File: src/rtl/pipelined_rca.sv
// pipelined_rca: ripple-carry adder/subtractor split into STAGES registered carry segments.
// Operands skew forward, sum segments deskew, so a whole result leaves the last stage together.
module pipelined_rca #(
    parameter int WIDTH  = 16,
    parameter int STAGES = 4
) (
    input  logic             clk,
    input  logic             rst,
    input  logic             in_valid,
    output logic             in_ready,
    input  logic [WIDTH-1:0] a,
    input  logic [WIDTH-1:0] b,
    input  logic             cin,
    input  logic             sub,
    output logic             out_valid,
    input  logic             out_ready,
    output logic [WIDTH-1:0] sum,
    output logic             cout,
    output logic             ovf
);
    localparam int SEG = WIDTH / STAGES;

    logic w_en;

    if (WIDTH < 1 || STAGES < 1 || STAGES > WIDTH || WIDTH % STAGES != 0) begin : g_bad
        $error("pipelined_rca: need 1 <= STAGES <= WIDTH and WIDTH %% STAGES == 0");
    end

    for (genvar g = 0; g < STAGES; g++) begin : g_st
        // w_a/w_b hold only the operand bits not yet consumed, lowest segment first
        logic [WIDTH-g*SEG-1:0]   w_a, w_b;
        logic                     w_c, w_v, w_co;
        logic [SEG-1:0]           w_seg;
        logic [(g+1)*SEG-1:0]     w_s, r_s;
        logic                     r_v, r_c;
        if (g == 0) begin : g_head
            assign w_a = a;
            assign w_b = sub ? ~b : b;
            assign w_c = sub | cin;
            assign w_v = in_valid;
            assign w_s = w_seg;
        end else begin : g_body
            assign w_a = g_st[g-1].g_sk.r_a;
            assign w_b = g_st[g-1].g_sk.r_b;
            assign w_c = g_st[g-1].r_c;
            assign w_v = g_st[g-1].r_v;
            assign w_s = {w_seg, g_st[g-1].r_s};
        end
        assign {w_co, w_seg} = {1'b0, w_a[SEG-1:0]} + {1'b0, w_b[SEG-1:0]} + {{SEG{1'b0}}, w_c};
        always_ff @(posedge clk or posedge rst) begin
            if (rst) begin
                r_v <= 1'b0;
                r_c <= 1'b0;
                r_s <= '0;
            end else if (w_en) begin
                r_v <= w_v;
                r_c <= w_co;
                r_s <= w_s;
            end
        end
        if (g < STAGES - 1) begin : g_sk
            logic [WIDTH-(g+1)*SEG-1:0] r_a, r_b;
            always_ff @(posedge clk or posedge rst) begin
                if (rst) begin
                    r_a <= '0;
                    r_b <= '0;
                end else if (w_en) begin
                    r_a <= w_a[WIDTH-g*SEG-1:SEG];
                    r_b <= w_b[WIDTH-g*SEG-1:SEG];
                end
            end
        end else begin : g_ov
            logic r_ov;
            // carry into the MSB is a ^ b ^ sum at that bit
            always_ff @(posedge clk or posedge rst) begin
                if (rst) r_ov <= 1'b0;
                else if (w_en) r_ov <= w_a[SEG-1] ^ w_b[SEG-1] ^ w_seg[SEG-1] ^ w_co;
            end
        end
    end

    assign out_valid = g_st[STAGES-1].r_v;
    assign sum       = g_st[STAGES-1].r_s;
    assign cout      = g_st[STAGES-1].r_c;
    assign ovf       = g_st[STAGES-1].g_ov.r_ov;
    assign w_en      = !out_valid || out_ready;
    assign in_ready  = w_en;
endmodule

File: config.mk
export PLATFORM = sky130hd
export DESIGN_NAME = pipelined_rca
export DESIGN_NICKNAME = d
export VERILOG_FILES = /design/src/rtl/pipelined_rca.sv
export SDC_FILE = /design/constraint.sdc
export NUM_CORES = 1
export LEC_CHECK = 0
export CAP_MARGIN = 20
export CORE_MARGIN = 2
export CORE_UTILIZATION = 45
export DETAILED_ROUTE_END_ITERATION = 10
export PLACE_DENSITY = 0.63
export SETUP_SLACK_MARGIN = 0.5
export SLEW_MARGIN = 20
export SYNTH_ARGS = -nofsm -noshare
export SYNTH_HDL_FRONTEND = slang
export SYNTH_SLANG_ARGS = --single-unit
export TNS_END_PERCENT = 1
File: constraint.sdc
create_clock -name clk -period 4.5 [get_ports clk]
set_input_delay 0.9 -clock clk [delete_from_list [all_inputs] [get_ports clk]]
set_output_delay 0.9 -clock clk [all_outputs]
set_load 0.05 [all_outputs]
==> flow_summary_export.csv, run 1 <==
group,metric,value,unit
global_routing,grt_pass1_vias,2912,
cells_and_area,diodes,0,
logic_synthesis,ys.flop_type,"dfrtp_1",
sta,fin_skew,0.0135,ns
logic_synthesis,synthSimpleGateAreaFrac,0.211,
logic_synthesis,yosysMostFrequentCell,"nand2_1",
sta,drv_slew,0,
sta,relSlewSlack,0.326,
cells_and_area,fin_util,0.556,
clock_network,cts_setup_buffers,0,
global_routing,grtUsageTotal,0.162,
status,status,"finished, final reports clean",
logic_synthesis,syn_inst,451,
drt,vias_per_cell,4.57,
worst_setup_path,end_kind,"flop",
logic_synthesis,yosys-top-cells-count,"226 x nand2_1, 97 x dfrtp_1, 22 x o21ai_0, 16 x xnor2_1, 12 x ha_1",
clock_network,h-tree-depth,3,
place,dp_slack,1.29,ns
sta,whs,0.470,ns
worst_setup_path,cp_data_required_time,4.70,ns
logic_synthesis,synth_edf_count,0,
sta,final.min_clock_period,2.83,ns
drt,wl_per_cell,11.6,um
run,drv_cap,0,
sta,hold_viol,0,
die,die_h,102,um
sta,max_freq,0.353,GHz
drt,wirelength,7350,um
drt,route.detailed.drc,0,
place,dpl.hpwl,4710,um
logic_synthesis,synth.area.mux_share,0,
worst_setup_path,critPathLaunchType,"input pin",
logic_synthesis,ys_warn_count,0,
sta,final-setup-viol-count,0,
worst_setup_path,worstPathArrival,3.03,ns
global_routing,antenna_found_initial,0,
place,portBuffers,57,
logic_synthesis,synth-xor-area-share,0.0491,
power,power_density,705,nW/um2
place,dp.cells,618,
global_routing,overflow,0,
global_routing,grt_first_pass_wirelength,13200,um
clock_network,cts_buffers,9,
sta,worstMarginPinSlew,1.01,ns
sta,setup_ws,1.67,ns
cells_and_area,flow.area_growth_from_synthesis,20.1,%
logic_synthesis,syn-mean-instance-area,9.49,um2
logic_synthesis,synthDominantCellAreaShare,0.567,
global_routing,grt_max_degree,109,
drt,antenna_left,0,
worst_setup_path,critPathKind,"input pin to flop",
place,gp_congestion,0.686,
drt,firstDrtPassIters,4,
worst_hold_path,hp-class,"flop to flop",
logic_synthesis,yosys-top-cells-area,"dfrtp_1 57%, nand2_1 20%, fa_1 3.7%",
clock_network,clock-sinks,97,
clock_network,cts_resized,0,
clock_network,ctsHoldBuffers,0,
die,dieArea,10300,um2
worst_setup_path,path_cells,"clkdlybuf4s50_1 -> or2_2 -> fa_1 -> fa_1 -> a21o_1 -> a21oi_1 -> a21oi_1",
clock_network,cts_tree,"yes",
clock_network,clk_latency,0.35,ns
worst_setup_path,regToRegSetupSlack,2.41,ns
clock_network,clk_pin_slew_worst_paths,0.09,ns
logic_synthesis,synth_top_cell_by_area,"dfrtp_1",
drt,drt-initial-drc-count,120,
power,peakVddDrop,0.323,mV
worst_setup_path,cp_slowest_cell,"clkdlybuf4s50_1",
die,start_util,0.463,
logic_synthesis,async_flop_share,1.00,
logic_synthesis,synth-compound-area-share,0.0573,
die,fp.coreArea,9240,um2
cells_and_area,layout-drive-gt1-share,0.0516,
logic_synthesis,syn_area,4280,um2
cells_and_area,nets,558,
clock_network,cts_root_buf,"clkbuf_8",
sta,period_share,0.629,
power,power,3.62,mW
logic_synthesis,synth_nets,509,
worst_setup_path,path_max_fanout,3,
die,pin_count,58,
logic_synthesis,ys_seq_elements,97,
die,row_count,35,
drt,vias,2893,
logic_synthesis,seq_area_frac_synth,0.567,
clock_network,cts_buffer_depth,2,
power,total_leakage_power,2.54,nW
sta,rsz0062_at_grt,"false",
cells_and_area,final_area,5140,um2
place,post_dp_cell_area,4900,um2
logic_synthesis,synth_top_family_by_area,"simple AND/OR/NAND/NOR gates",
sta,tns,0,ns
cells_and_area,final_cell_count_no_fill,633,
logic_synthesis,synth.distinct_cells,22,
die,fp.dieW,102,um
worst_setup_path,slowest_delay,0.54,ns
logic_synthesis,synthAdderAreaFrac,0.0725,
## report_power, final
part / switching, mW / internal (mW) / leakage (nW)
Combinational: 0.919 / 0.570 / 1.25
Clock: 0.296 / 0.370 / 0.113
Sequential: 0.210 / 1.26 / 1.17
## worst max-delay path, delay by kind of cell
kind	cells	cell delay [ns]
simple gates	1	0.36
fa+ha+maj	2	0.81
compound gates	3	0.41
buf+inv	1	0.54
## layout make-up
class                      instances  area [um2]
fill                             836        4100
inverter                           6        27.5
clock buffer                       9         124
timing repair buffer              61         611
tap                              129         161
sequential                        97        2430
clock inverter                     6         116
multi-input combinational        325        1670
## flip-flops by register name, indices dropped and copies added, names as in the netlist
name	count
g_st.g_sk.r_a	24
g_st.g_sk.r_b	24
g_st.r_s	24
sum	16
g_st.r_c	3
g_st.r_v	3
cout	1
out_valid	1
ovf	1
## per-layer routing
| metal | track usage | wire length [um] |
|---|---|---|
| met5 | 0 | 0 |
| met4 | 0.0593 | 96 |
| met3 | 0.0304 | 213 |
| met2 | 0.260 | 3400 |
| met1 | 0.220 | 3640 |
## cells by family after synthesis
kind of cell / after synthesis
AND/OR/NAND/NOR: 237
XOR/XNOR: 24
flip-flops: 97
AO/OA/AOI/OAI: 44
buffers and inverters: 29
adder cells (fa/ha/maj): 20
## final timing paths
| check | start | end | cells after the start |
|---|---|---|---|
| hold / removal | g_st[0].g_sk.r_a[10] | g_st[0].g_sk.r_a[10] | 2 |
| hold reg to reg | g_st[0].g_sk.r_a[10] | g_st[0].g_sk.r_a[10] | 2 |
| max in group asynchronous | rst | g_st[1].g_sk.r_b[6] | 3 |
| setup / recovery | sub | g_st[0].r_c | 7 |
| min in group asynchronous | rst | sum[4] | 2 |
| setup reg to reg | g_st[2].r_c | ovf | 6 |
## cell usage in the layout (no fill, tap or decap)
cell             Yosys  final
nand2_1            226    226
dfrtp_1             97     97
clkdlybuf4s50_1      0     56
o21ai_0             22     22
xnor2_1             16     16
ha_1                12     12
a21oi_1             11     11
clkbuf_8             0      9
xor2_1               8      8
fa_1                 8      8
nor2_1               7      7
a21o_1               7      7
inv_1                5      4
buf_4                3      4
bufinv_16            0      3
o21ai_1              2      2
a21oi_2              2      2
clkinvlp_4           0      2
nor2b_4              0      1
inv_2                1      1
nor2b_1              1      1
or2_2                1      1
inv_6                0      1
nand2b_1             1      1
inv_8                0      1
buf_12               0      1
(Power assumes the default switching activity.)
==> inputs of run 2 (changes only) <==
Settings changed: PLACE_DENSITY 0.63 to 0.66.
Clock period 4.5 ns to 2.4 ns, I/O delays scaled along.
==> run 2 against run 1 <==
Cell count is 1.3% higher. Count of clock-buffer cells in the layout is 1 higher. Largest cell class unchanged. Non-clock buffer count is 8 higher. Worst setup slack worse by 1.3 ns. Cell area is 0.73% higher. Largest power group unchanged.
==> flow_summary_export.csv, run 2 (same netlist as run 1, synthesis figures left out) <==
group,metric,value,unit
clock_network,h-tree-depth,3,
cells_and_area,layout-drive-gt1-share,0.0762,
sta,max_freq,0.491,GHz
cells_and_area,final_cell_count_no_fill,641,
global_routing,grt_first_pass_wirelength,12800,um
sta,period_share,0.848,
clock_network,cts_buffers,9,
power,total_leakage_power,2.57,nW
drt,wirelength,7200,um
power,seqPwrFrac,0.428,
cells_and_area,flow.area_growth_from_synthesis,21.0,%
die,fp.coreArea,9240,um2
global_routing,overflow,0,
drt,drt-initial-drc-count,131,
cells_and_area,nets,566,
cells_and_area,top_regs,"g_st.g_sk.r_a: 24 flops, g_st.g_sk.r_b: 24 flops, g_st.r_s: 24 flops",
die,row_count,35,
sta,worstMarginPinSlew,0.521,ns
power,power,6.47,mW
run,drv_cap,0,
status,status,"finished, final reports clean",
clock_network,clock-sinks,97,
worst_setup_path,critPathKind,"input pin to flop",
sta,fin_skew,0.0139,ns
sta,rsz0062_at_grt,"true",
cells_and_area,regArea,2430,um2
global_routing,grtUsageTotal,0.155,
clock_network,cts_buffer_depth,2,
place,portBuffers,57,
sta,tns,0,ns
place,dp.cells,623,
power,clockPowerShare,0.139,
sta,relSlewSlack,0.652,
die,dieArea,10300,um2
global_routing,grt_max_degree,84,
worst_setup_path,end_kind,"flop",
global_routing,grt_pass1_vias,2898,
die,start_util,0.463,
sta,final.min_clock_period,2.03,ns
die,pin_count,58,
cells_and_area,multi_input_area,1700,um2
power,swShare,0.408,
power,power_switching,2.64,mW
sta,drv_slew,0,
clock_network,cts_root_buf,"clkbuf_8",
drt,vias_per_cell,4.54,
sta,hold_viol,0,
power,combPwrFrac,0.433,
global_routing,antenna_found_initial,0,
worst_setup_path,path_max_fanout,3,
clock_network,cts_tree,"yes",
cells_and_area,layout_commonest_cell,"nand2_1",
drt,wl_per_cell,11.2,um
power,p_int,3.83,mW
worst_setup_path,critPathLaunchType,"input pin",
clock_network,clk_latency,0.35,ns
die,die_h,102,um
power,power_density,1250,nW/um2
sta,final-setup-viol-count,0,
clock_network,clk_pin_slew_worst_paths,0.08,ns
place,dpl.hpwl,4930,um
drt,vias,2908,
cells_and_area,diodes,0,
place,gp_congestion,0.762,
die,fp.dieW,102,um
cells_and_area,final_cell_mix,"226 x nand2_1, 97 x dfrtp_1, 52 x clkdlybuf4s50_1, 21 x o21ai_0, 15 x xnor2_1",
drt,firstDrtPassIters,5,
clock_network,ctsHoldBuffers,0,
worst_hold_path,hp-class,"flop to flop",
drt,route.detailed.drc,0,
power,peakVddDrop,0.409,mV
worst_setup_path,worstPathArrival,2.25,ns
drt,antenna_left,0,
cells_and_area,nFillCells,851,
worst_setup_path,cp_data_required_time,2.62,ns
[run 2: changes by cell type in the layout (fill, tap and decap cells not counted), sizes merged]
cell / previous run / this run
buf: 5 / 13
bufinv: 3 / 0
clkbuf: 9 / 10
clkdlybuf4s50: 56 / 52
clkinv: 0 / 3
clkinvlp: 2 / 3
dlygate4sd2: 0 / 3
dlymetal6s2s: 0 / 1
inv: 7 / 5
[run 2: critical path, cell delays in order]
cell and delay, ns:
dlygate4sd2_1 0.24, buf_6 0.12, buf_4 0.14, xor2_2 0.15, fa_2 0.41, buf_4 0.15, a21o_1 0.18, a21oi_2 0.15
xor2_1 0.15, o21ai_0 0.08
[run 2: area by class of cell]
| cell class | instances | area share |
|---|---|---|
| Inverter | 6 | 0.00507 |
| Clock buffer | 10 | 0.0246 |
| Timing Repair Buffer | 69 | 0.135 |
| Clock inverter | 5 | 0.00652 |
| Multi-Input combinational cell | 325 | 0.329 |
| Sequential cell | 97 | 0.469 |
| Tap cell | 129 | 0.0312 |
[run 2: what timing repair did]
item | in CTS | in global routing
setup buffers | 3 | 0
endpoints found under the hold margin | 0 | 0
resized for setup | 10 | 3
pin swaps | 7 | 2
setup endpoints to repair | 24 | 24
[run 2: metal layers]
metal  track usage  routed length, um  vias to the layer above
met5             0                  0                        -
met1         0.206               3510                     1351
met2         0.260               3380                       43
met3        0.0338                232                        6
met4        0.0437                 73                        0
li1              -                  -                     1508
[run 2: power groups by stage]
stage / Combinational, mW / Sequential [mW] / Clock (mW)
floorplan: 1.60 / 3.26 / 0
global placement: 2.75 / 2.78 / 0
detailed placement: 2.82 / 2.81 / 0
CTS: 2.84 / 2.78 / 0.930
global route: 3.18 / 2.87 / 1.00
finish: 2.80 / 2.77 / 0.896
[run 2: path summary, 6_finish.rpt]
path | cells past startpoint | slack (ns) | from | end
setup reg to reg | 6 | 0.41 | g_st[2].r_c | ovf
hold / removal | 2 | 0.47 | sum[11] | sum[11]
max in group asynchronous | 3 | 1.27 | rst | g_st[0].g_sk.r_a[1]
min in group asynchronous | 2 | 0.48 | rst | g_st[0].g_sk.r_a[11]
hold reg to reg | 2 | 0.47 | sum[11] | sum[11]
setup / recovery | 10 | 0.37 | sub | g_st[0].r_s[3]
[run 2: per-stage QoR]
step / instance area (um2) / setup slack (ns) / utilization / hold WS, ns
2_1_floorplan: 4280 / 0.0114 / - / 0.430
3_3_place_gp: 4960 / -0.285 / 0.537 / 0.446
3_5_place_dp: 4960 / -0.326 / 0.537 / 0.452
4_1_cts: 5170 / 0.369 / 0.559 / 0.474
5_1_grt: 5180 / 0.332 / 0.560 / 0.495
6_report: 5180 / 0.365 / 0.560 / 0.469
==> inputs of run 3 (changes only) <==
Settings changed: PLACE_DENSITY 0.66 to 0.63.
Clock period 2.4 ns to 1.95 ns, I/O delays scaled along.
==> run 3 against run 2 <==
Die area did not move. Sequential power up 23%. Wire length up 7.1%. Worst setup slack lost 0.23 ns. Flip-flop and latch count did not move. Clock skew is 0.0041 ns lower. Critical path depth down 4. Power grew 26%. Sequential share of layout area shrank 0.18 points. Critical path type is now flop to flop. Critical endpoint is now ovf. Largest power group unchanged. Highest routed layer unchanged.
==> flow_summary_export.csv, run 3 (same netlist as run 1, synthesis figures left out) <==
group,metric,value,unit
worst_setup_path,worstPathArrival,2.05,ns
place,dpl.hpwl,5240,um
die,start_util,0.463,
power,total_leakage_power,2.62,nW
drt,drt-initial-drc-count,104,
cells_and_area,final_cell_mix,"226 x nand2_1, 97 x dfrtp_1, 34 x clkdlybuf4s50_1, 22 x o21ai_0, 19 x buf_4",
cells_and_area,flow.area_growth_from_synthesis,21.4,%
die,row_count,35,
place,portBuffers,57,
die,die_h,102,um
power,peakVddDrop,0.531,mV
sta,max_freq,0.552,GHz
die,fp.dieW,102,um
power,combPwrFrac,0.426,
run,drv_cap,0,
drt,firstDrtPassIters,4,
drt,vias_per_cell,4.55,
worst_setup_path,critPathLaunchType,"flop",
global_routing,grt_first_pass_wirelength,13500,um
place,gp_congestion,0.763,
cells_and_area,fin_util,0.562,
worst_hold_path,min_from,"sum[3]",
power,swShare,0.406,
cells_and_area,final_cell_count_no_fill,644,
clock_network,cts_root_buf,"clkbuf_8",
cells_and_area,nFillCells,874,
die,fp.coreArea,9240,um2
global_routing,grt_pass1_vias,2950,
sta,final.min_clock_period,1.81,ns
sta,final-setup-viol-count,0,
drt,route.detailed.drc,0,
power,power_density,1570,nW/um2
sta,whs,0.463,ns
worst_setup_path,path_max_fanout,2,
place,dp.cells,627,
worst_setup_path,critPathKind,"flop to flop",
clock_network,cts_buffer_depth,2,
power,power_switching,3.32,mW
sta,drv_slew,0,
sta,period_share,0.930,
clock_network,clk_latency,0.35,ns
die,dieArea,10300,um2
clock_network,cts_tree,"yes",
global_routing,overflow,0,
worst_setup_path,end_kind,"flop",
clock_network,clock-sinks,97,
sta,rsz0062_at_grt,"true",
global_routing,antenna_found_initial,0,
clock_network,cts_buffers,9,
power,p_int,4.86,mW
drt,wl_per_cell,12.0,um
worst_setup_path,ff2ff_path_depth,6,
drt,vias,2931,
cells_and_area,layout-drive-gt1-share,0.0990,
cells_and_area,layout_commonest_cell,"nand2_1",
sta,worstMarginPinSlew,0.503,ns
global_routing,grt_max_degree,98,
worst_setup_path,reg2reg_to,"ovf",
cells_and_area,diodes,0,
clock_network,h-tree-depth,3,
sta,hold_viol,0,
cells_and_area,top_regs,"g_st.g_sk.r_a: 24 flops, g_st.g_sk.r_b: 24 flops, g_st.r_s: 24 flops",
worst_setup_path,endpoint,"ovf",
drt,wirelength,7710,um
clock_network,clk_pin_slew_worst_paths,0.09,ns
worst_setup_path,regToRegSetupSlack,0.14,ns
worst_setup_path,r2r_start,"g_st[2].g_sk.r_b[0]",
die,pin_count,58,
worst_setup_path,crit_start,"g_st[2].g_sk.r_b[0]",
sta,relSlewSlack,0.665,
power,seqPwrFrac,0.415,
sta,fin_skew,0.00980,ns
cells_and_area,nets,569,
global_routing,grtUsageTotal,0.168,
worst_setup_path,cp_data_required_time,2.19,ns
power,clockPowerShare,0.158,
status,status,"finished, final reports clean",
clock_network,ctsHoldBuffers,0,
worst_hold_path,hp-class,"flop to flop",
power,power,8.18,mW
drt,antenna_left,0,
## run 3: layer usage
layer  wire length, um  track usage
met5                 0            0
met4               140       0.0728
met3               191       0.0262
met2              3680        0.274
met1              3690        0.224
## run 3: area by class of cell
type | count | area [um2] | area share
Inverter | 6 | 26.3 | 0.00506
Clock buffer | 11 | 141 | 0.0272
Sequential cell | 97 | 2430 | 0.467
Tap cell | 129 | 161 | 0.0311
Clock inverter | 4 | 51.3 | 0.00987
Multi-Input combinational cell | 325 | 1700 | 0.326
Timing Repair Buffer | 72 | 693 | 0.133
## run 3: stage by stage
stage | setup TNS (ns) | cell area, um2 | setup WS (ns)
after floorplan | -0.287 | 4310 | -0.190
after global placement | -1.73 | 4990 | -0.541
after detailed placement | -1.88 | 4990 | -0.586
after CTS | 0 | 5200 | 0.124
after global routing | 0 | 5200 | 0.0714
final | 0 | 5200 | 0.137
## run 3: what timing repair did
item | CTS | global route
setup endpoints to repair | 30 | 29
resized for setup | 22 | 0
setup buffers | 2 | 0
pin swaps | 9 | 0
## run 3: power by group through the flow
stage / registers (mW) / clock network [mW] / logic (mW)
global placement: 3.41 / 0 / 3.49
finish: 3.40 / 1.30 / 3.48
detailed placement: 3.45 / 0 / 3.56
floorplan: 4.01 / 0 / 1.98
global route: 3.52 / 1.42 / 3.95
CTS: 3.41 / 1.35 / 3.53
## run 3: how the worst min path moves through the flow
stage	endpoint	cells after the start
after floorplan	g_st[2].r_v	2
after CTS	g_st[2].r_v	2
after global routing	sum[3]	2
after detailed placement	g_st[2].r_v	2
final	sum[3]	2
after global placement	g_st[2].r_v	2
## run 3: worst max-delay path, cell delays in order (launching register included)
cell and delay [ns]:
dfrtp_1 0.41, fa_2 0.41, fa_2 0.35, a21o_1 0.17, a21oi_2 0.16, xnor2_1 0.14, o21ai_1 0.07
==> variant 1: new RTL, flow settings as in run 3 <==
Put a register stage on the output `ovf`, with the module's reset. The value now appears one clock later. The other outputs are not delayed to match.
--- a/src/rtl/pipelined_rca.sv
+++ b/src/rtl/pipelined_rca.sv
@@ -82,7 +82,13 @@
     assign out_valid = g_st[STAGES-1].r_v;
     assign sum       = g_st[STAGES-1].r_s;
     assign cout      = g_st[STAGES-1].r_c;
-    assign ovf       = g_st[STAGES-1].g_ov.r_ov;
+    always_ff @(posedge clk or posedge rst) begin
+        if (rst) begin
+            ovf <= '0;
+        end else begin
+            ovf <= g_st[STAGES-1].g_ov.r_ov;
+        end
+    end
     assign w_en      = !out_valid || out_ready;
     assign in_ready  = w_en;
 endmodule
Behaviour: not the same (a bounded check fails within 10 cycles, from zero or initial values and one cycle with rst high).
==> variant 1 against run 3 <==
Setup slack gained 0.013 ns. Maximum frequency grew 0.72%. Cell area is 1.9% higher. Area after synthesis rose by 0.58%. Sequential power increased by 1%. Synthesized cell count up 0.22%. Clock skew shrank 0.00085 ns. Sequential cell count grew 1. Power rose by 1.8%. Wire length shrank 0.39%. Combinational power fell by 1%. Critical path type unchanged.
==> variant 1: results (changes against run 3) <==
| Metric | Value |
|---|---|
| YS warnings | `0 (unchanged)` |
| H-tree levels | `3 (unchanged)` |
| Iter 0 DRT Violations | `128 (+23%)` |
| Worst R2R Setup Slack | `between 0.15 and 0.2 ns` |
| Worst VDD drop | `0.000646 V (+22%)` |
| Worst-Skew Late Latency | `0.36 ns` |
| Xor and xnor area share after synthesis | `0.0488 (-0.000285)` |
| Initial antenna violation count | `0 (unchanged)` |
| Vias | `2977 (+1.6%)` |
| GR Util All Layers | `0.167 (-0.00130)` |
| First-pass GRT wire length | `13600 um (+0.46%)` |
| Top post-synthesis cells by count | `nand2_1 (226), dfrtp_1 (98), o21ai_0 (22)` |
| WL/cell | `11.8 um (-1.0%)` |
| Rel. slew slack | `0.674 (+0.00966)` |
| GRT overflow | `0 (unchanged)` |
| GPL Wtd Cong | `0.718 (-5.9%)` |
| Reg2reg end | `g_st[3].g_ov.r_ov` |
| Worst min path class | `reg2reg` |
| Num CTS Buffers | `9 (unchanged)` |
| Clock skew | `0.00895 ns (-0.000853 ns)` |
| Critical Path Fanout Max | `2 (unchanged)` |
| Synth top area cells | `dfrtp_1 (57%), nand2_1 (20%), fa_1 (3.7%)` |
| Critical Path Sink Type | `register` |
| P_leak | `0.00267 uW (+1.8%)` |
| Synthesized net count | `510 (+0.20%)` |
| Layout cells sized above 1 | `0.102 (+0.00309)` |
| Dpl hpwl | `5240 um (about the same)` |
| Internal power | `5010 uW (+3.2%)` |
| Outcome | `finished, final reports clean` |
| Sequential area share after synthesis | `0.570 (+0.00252)` |
| Adder-cell share of the synthesized area | `0.0721 (-0.000421)` |
| Diodes inserted | `0 (unchanged)` |
| Layout net count | `572 (+0.53%)` |
| Compound-Gate Fraction of Synth Area | `0.0570 (-0.000333)` |
| Largest net degree at the start of global routing | `69 (-30%)` |
-- variant 1: cell count changes after synthesis, sizes merged --
cell / before / now
dfrtp: 97 / 98
-- variant 1: per-layer routing --
layer,GRT usage,up-vias,routed length (um)
li1,-,1525,-
met2,0.271,47,3580
met1,0.226,1398,3750
met4,0.0677,0,108
met3,0.0267,7,240
met5,0,-,0
-- variant 1: how the worst min path moves through the flow --
stage	depth (start not counted)	end	from	slack, ns
3_5_place_dp	0	ovf	g_st[3].g_ov.r_ov	0.37
5_1_grt	2	sum[8]	rst	0.41
3_3_place_gp	0	ovf	g_st[3].g_ov.r_ov	0.37
6_report	0	ovf	g_st[3].g_ov.r_ov	0.39
4_1_cts	0	ovf	g_st[3].g_ov.r_ov	0.39
2_1_floorplan	0	ovf	g_st[3].g_ov.r_ov	0.35
-- variant 1: final cells by class --
cell class | count | area (um2)
Sequential cell | 98 | 2450
Timing Repair Buffer | 74 | 723
Clock buffer | 11 | 141
Multi-Input combinational cell | 325 | 1700
Tap cell | 129 | 161
Fill cell | 842 | 3950
Clock inverter | 5 | 86.3
Inverter | 6 | 26.3
-- variant 1: cells by family (layout without fill, tap and decap cells) --
family	Yosys count	in the layout
flops	98	98
buf+inv	29	96
simple gates	237	237
fa+ha+maj	20	20
compound gates	44	44
xor+xnor	24	24
-- variant 1: timing repair --
action | in CTS | in global routing
hold buffers | 0 | 0
gates resized for setup | 26 | 0
endpoints found under the setup margin | 32 | 31
setup buffers | 2 | 0
pin swaps | 9 | 0
-- variant 1: power by group through the flow --
stage	sequential, uW	clock, uW	combinational [uW]
3_3_place_gp	3460	0	3460
6_report	3440	1460	3430
3_5_place_dp	3500	0	3510
4_1_cts	3450	1510	3490
2_1_floorplan	4040	0	1980
5_1_grt	3560	1590	3890
-- variant 1: metrics by stage --
stage	setup WS, ns	power [uW]	cell area, um2	cells	utilization
after floorplan	-0.190	6020	4330	452	-
after global placement	-0.531	6920	5050	630	0.546
after detailed placement	-0.586	7000	5050	630	0.546
after CTS	0.121	8450	5300	648	0.573
after global routing	0.0528	9040	5300	648	0.573
final	0.150	8330	5300	648	0.573
-- variant 1: worst reg2reg max path, stage by stage (launching register included) --
cell and delay (ns):
dfrtp_1 0.41, fa_2 0.40, fa_2 0.34, a21o_1 0.17, a21oi_2 0.15, xnor2_1 0.13
o21ai_1 0.07
==> variant 2: new RTL, settings of run 3 <==
Without the edit above. Change the parameter `STAGES` from 4 to 2.
--- a/src/rtl/pipelined_rca.sv
+++ b/src/rtl/pipelined_rca.sv
@@ -2,7 +2,7 @@
 // Operands skew forward, sum segments deskew, so a whole result leaves the last stage together.
 module pipelined_rca #(
     parameter int WIDTH  = 16,
-    parameter int STAGES = 4
+    parameter int STAGES = 2
 ) (
     input  logic             clk,
     input  logic             rst,
Check against the original RTL: not equivalent (Yosys sat finds a counterexample within 4 cycles, from zero or initial values and one cycle with rst high).
==> variant 2 against run 3 <==
The flow now finishes with violations (negative setup slack). Count of clock-buffer cells in the layout down 4. Maximum frequency down 17%. Synthesized cell count down 40%. Die area down 40%. Clock skew down 0.0062 ns. Cell area down 32%. Sequential cell count down 52. Wire length down 25%. Critical path depth up 1. Area after synthesis down 42%. Setup slack worse by 0.37 ns. Power down 52%. Largest cell class is now multi-input combinational cells.
==> variant 2: results (changes against run 3) <==
| Metric | Value |
|---|---|
| GR Util All Layers | `0.200 (+0.0317)` |
| Placed cell area | `0.00336 mm2 (-33%)` |
| Num CTS Buffers | `5 (-4)` |
| Number of fill cells | `477 (-45%)` |
| Dpl hpwl | `4180 um (-20%)` |
| Iter 0 DRT Violations | `71 (-32%)` |
| Violated checks | `negative setup slack` |
| Yosys cell types | `35 (+59%)` |
| Synthesized net count | `328 (-36%)` |
| WL/cell | `13.4 um (+12%)` |
| Worst Tran Pin Value | `0.404 ns (-0.0996 ns)` |
| Placed cell count | `418 (-33%)` |
| Avg Synthesized Cell Area | `9.14 um2 (-3.6%)` |
| Final WL | `5750 um (-25%)` |
| Worst Setup SP | `g_st[0].r_c` |
| Outcome | `finished, violations left` |
| Sequential area share after synthesis | `0.453 (-0.114)` |
| Setup violators final | `7 (+7)` |
| Worst-Skew Late Latency | `0.29 ns (-0.06 ns)` |
| Fin worst setup slack | `-0.229 ns (-0.367 ns)` |
| Top post-synthesis cells by count | `nand2_1 (76), dfrtp_1 (45), o21ai_0 (20)` |
| P_leak | `0.00166 uW (-37%)` |
| WP data arrival | `2.36 ns (+0.31 ns)` |
| Vias | `2111 (-28%)` |
| First-pass GRT wire length | `9680 um (-28%)` |
variant 2: cell types whose count changed after synthesis, sizes merged, moves of 4 or more:
cell | before | now
xnor2 | 16 | 11
inv | 6 | 11
a211oi | 0 | 4
xor2 | 8 | 12
fa | 8 | 4
buf | 20 | 7
dfrtp | 97 | 45
nand3 | 0 | 4
nand2 | 226 | 76
variant 2: cell type report:
type,instances,area [um2],share of cell area
inverters,11,41.3,0.0117
well taps,72,90.1,0.0256
repair buffers,89,821,0.233
flip-flops and latches,45,1130,0.319
multi-input cells,203,1330,0.378
clock inverters,1,30.0,0.00852
clock buffers,7,86.3,0.0245
variant 2: worst max path at each step:
| stage | end | slack, ns | cells past startpoint |
|---|---|---|---|
| 6_report | ovf | -0.23 | 7 |
| 5_1_grt | ovf | -0.34 | 7 |
| 4_1_cts | ovf | -0.25 | 7 |
| 3_5_place_dp | g_st[0].r_c | -0.80 | 10 |
| 3_3_place_gp | g_st[0].r_c | -0.69 | 10 |
| 2_1_floorplan | g_st[0].r_s[6] | -0.31 | 11 |
variant 2: power by group:
group	switching, uW	internal [uW]	leakage [uW]
clock	320	418	0.0000585
sequential	148	1190	0.000535
combinational	1160	712	0.00107
total	1620	2320	0.00166
variant 2: per-stage QoR:
step	utilization	total power, uW	hold slack [ns]
after global routing	0.652	4190	0.380
final	0.652	3950	0.359
after floorplan	-	2580	0.430
after global placement	0.622	3230	0.445
after detailed placement	0.622	3270	0.451
after CTS	0.658	4000	0.360
variant 2: timing repair:
action / CTS / global route
buffers inserted: 2 / 0
hold buffers: 0 / 0
setup endpoints to repair: 52 / 49
gates resized for setup: 68 / 20
pin swaps: 16 / 5
variant 2: worst reg2reg max path: stages (launching register included):
cell      delay (ns)
dfrtp_1         0.42
fa_2            0.42
fa_2            0.36
a211oi_2        0.29
nor4b_1         0.11
a211oi_2        0.22
xnor2_1         0.16
a21oi_1         0.09
variant 2: layer usage:
metal | vias to the layer above | part of all wire | track usage
met5 | - | 0 | 0
met3 | 4 | 0.031 | 0.0345
li1 | 1074 | - | -
met1 | 994 | 0.50 | 0.286
met2 | 39 | 0.46 | 0.316
met4 | 0 | 0.0068 | 0.0526
variant 2: cell families (layout without fill, tap and decap cells):
kind of cell             Yosys count  after routing  synth area share
XOR/XNOR                          23             23            0.0810
AO/OA/AOI/OAI                     55             55             0.140
AND/OR/NAND/NOR                  107            107             0.184
flip-flops                        45             45             0.453
adder cells (fa/ha/maj)           18             18             0.103
buffers and inverters             24            108            0.0397
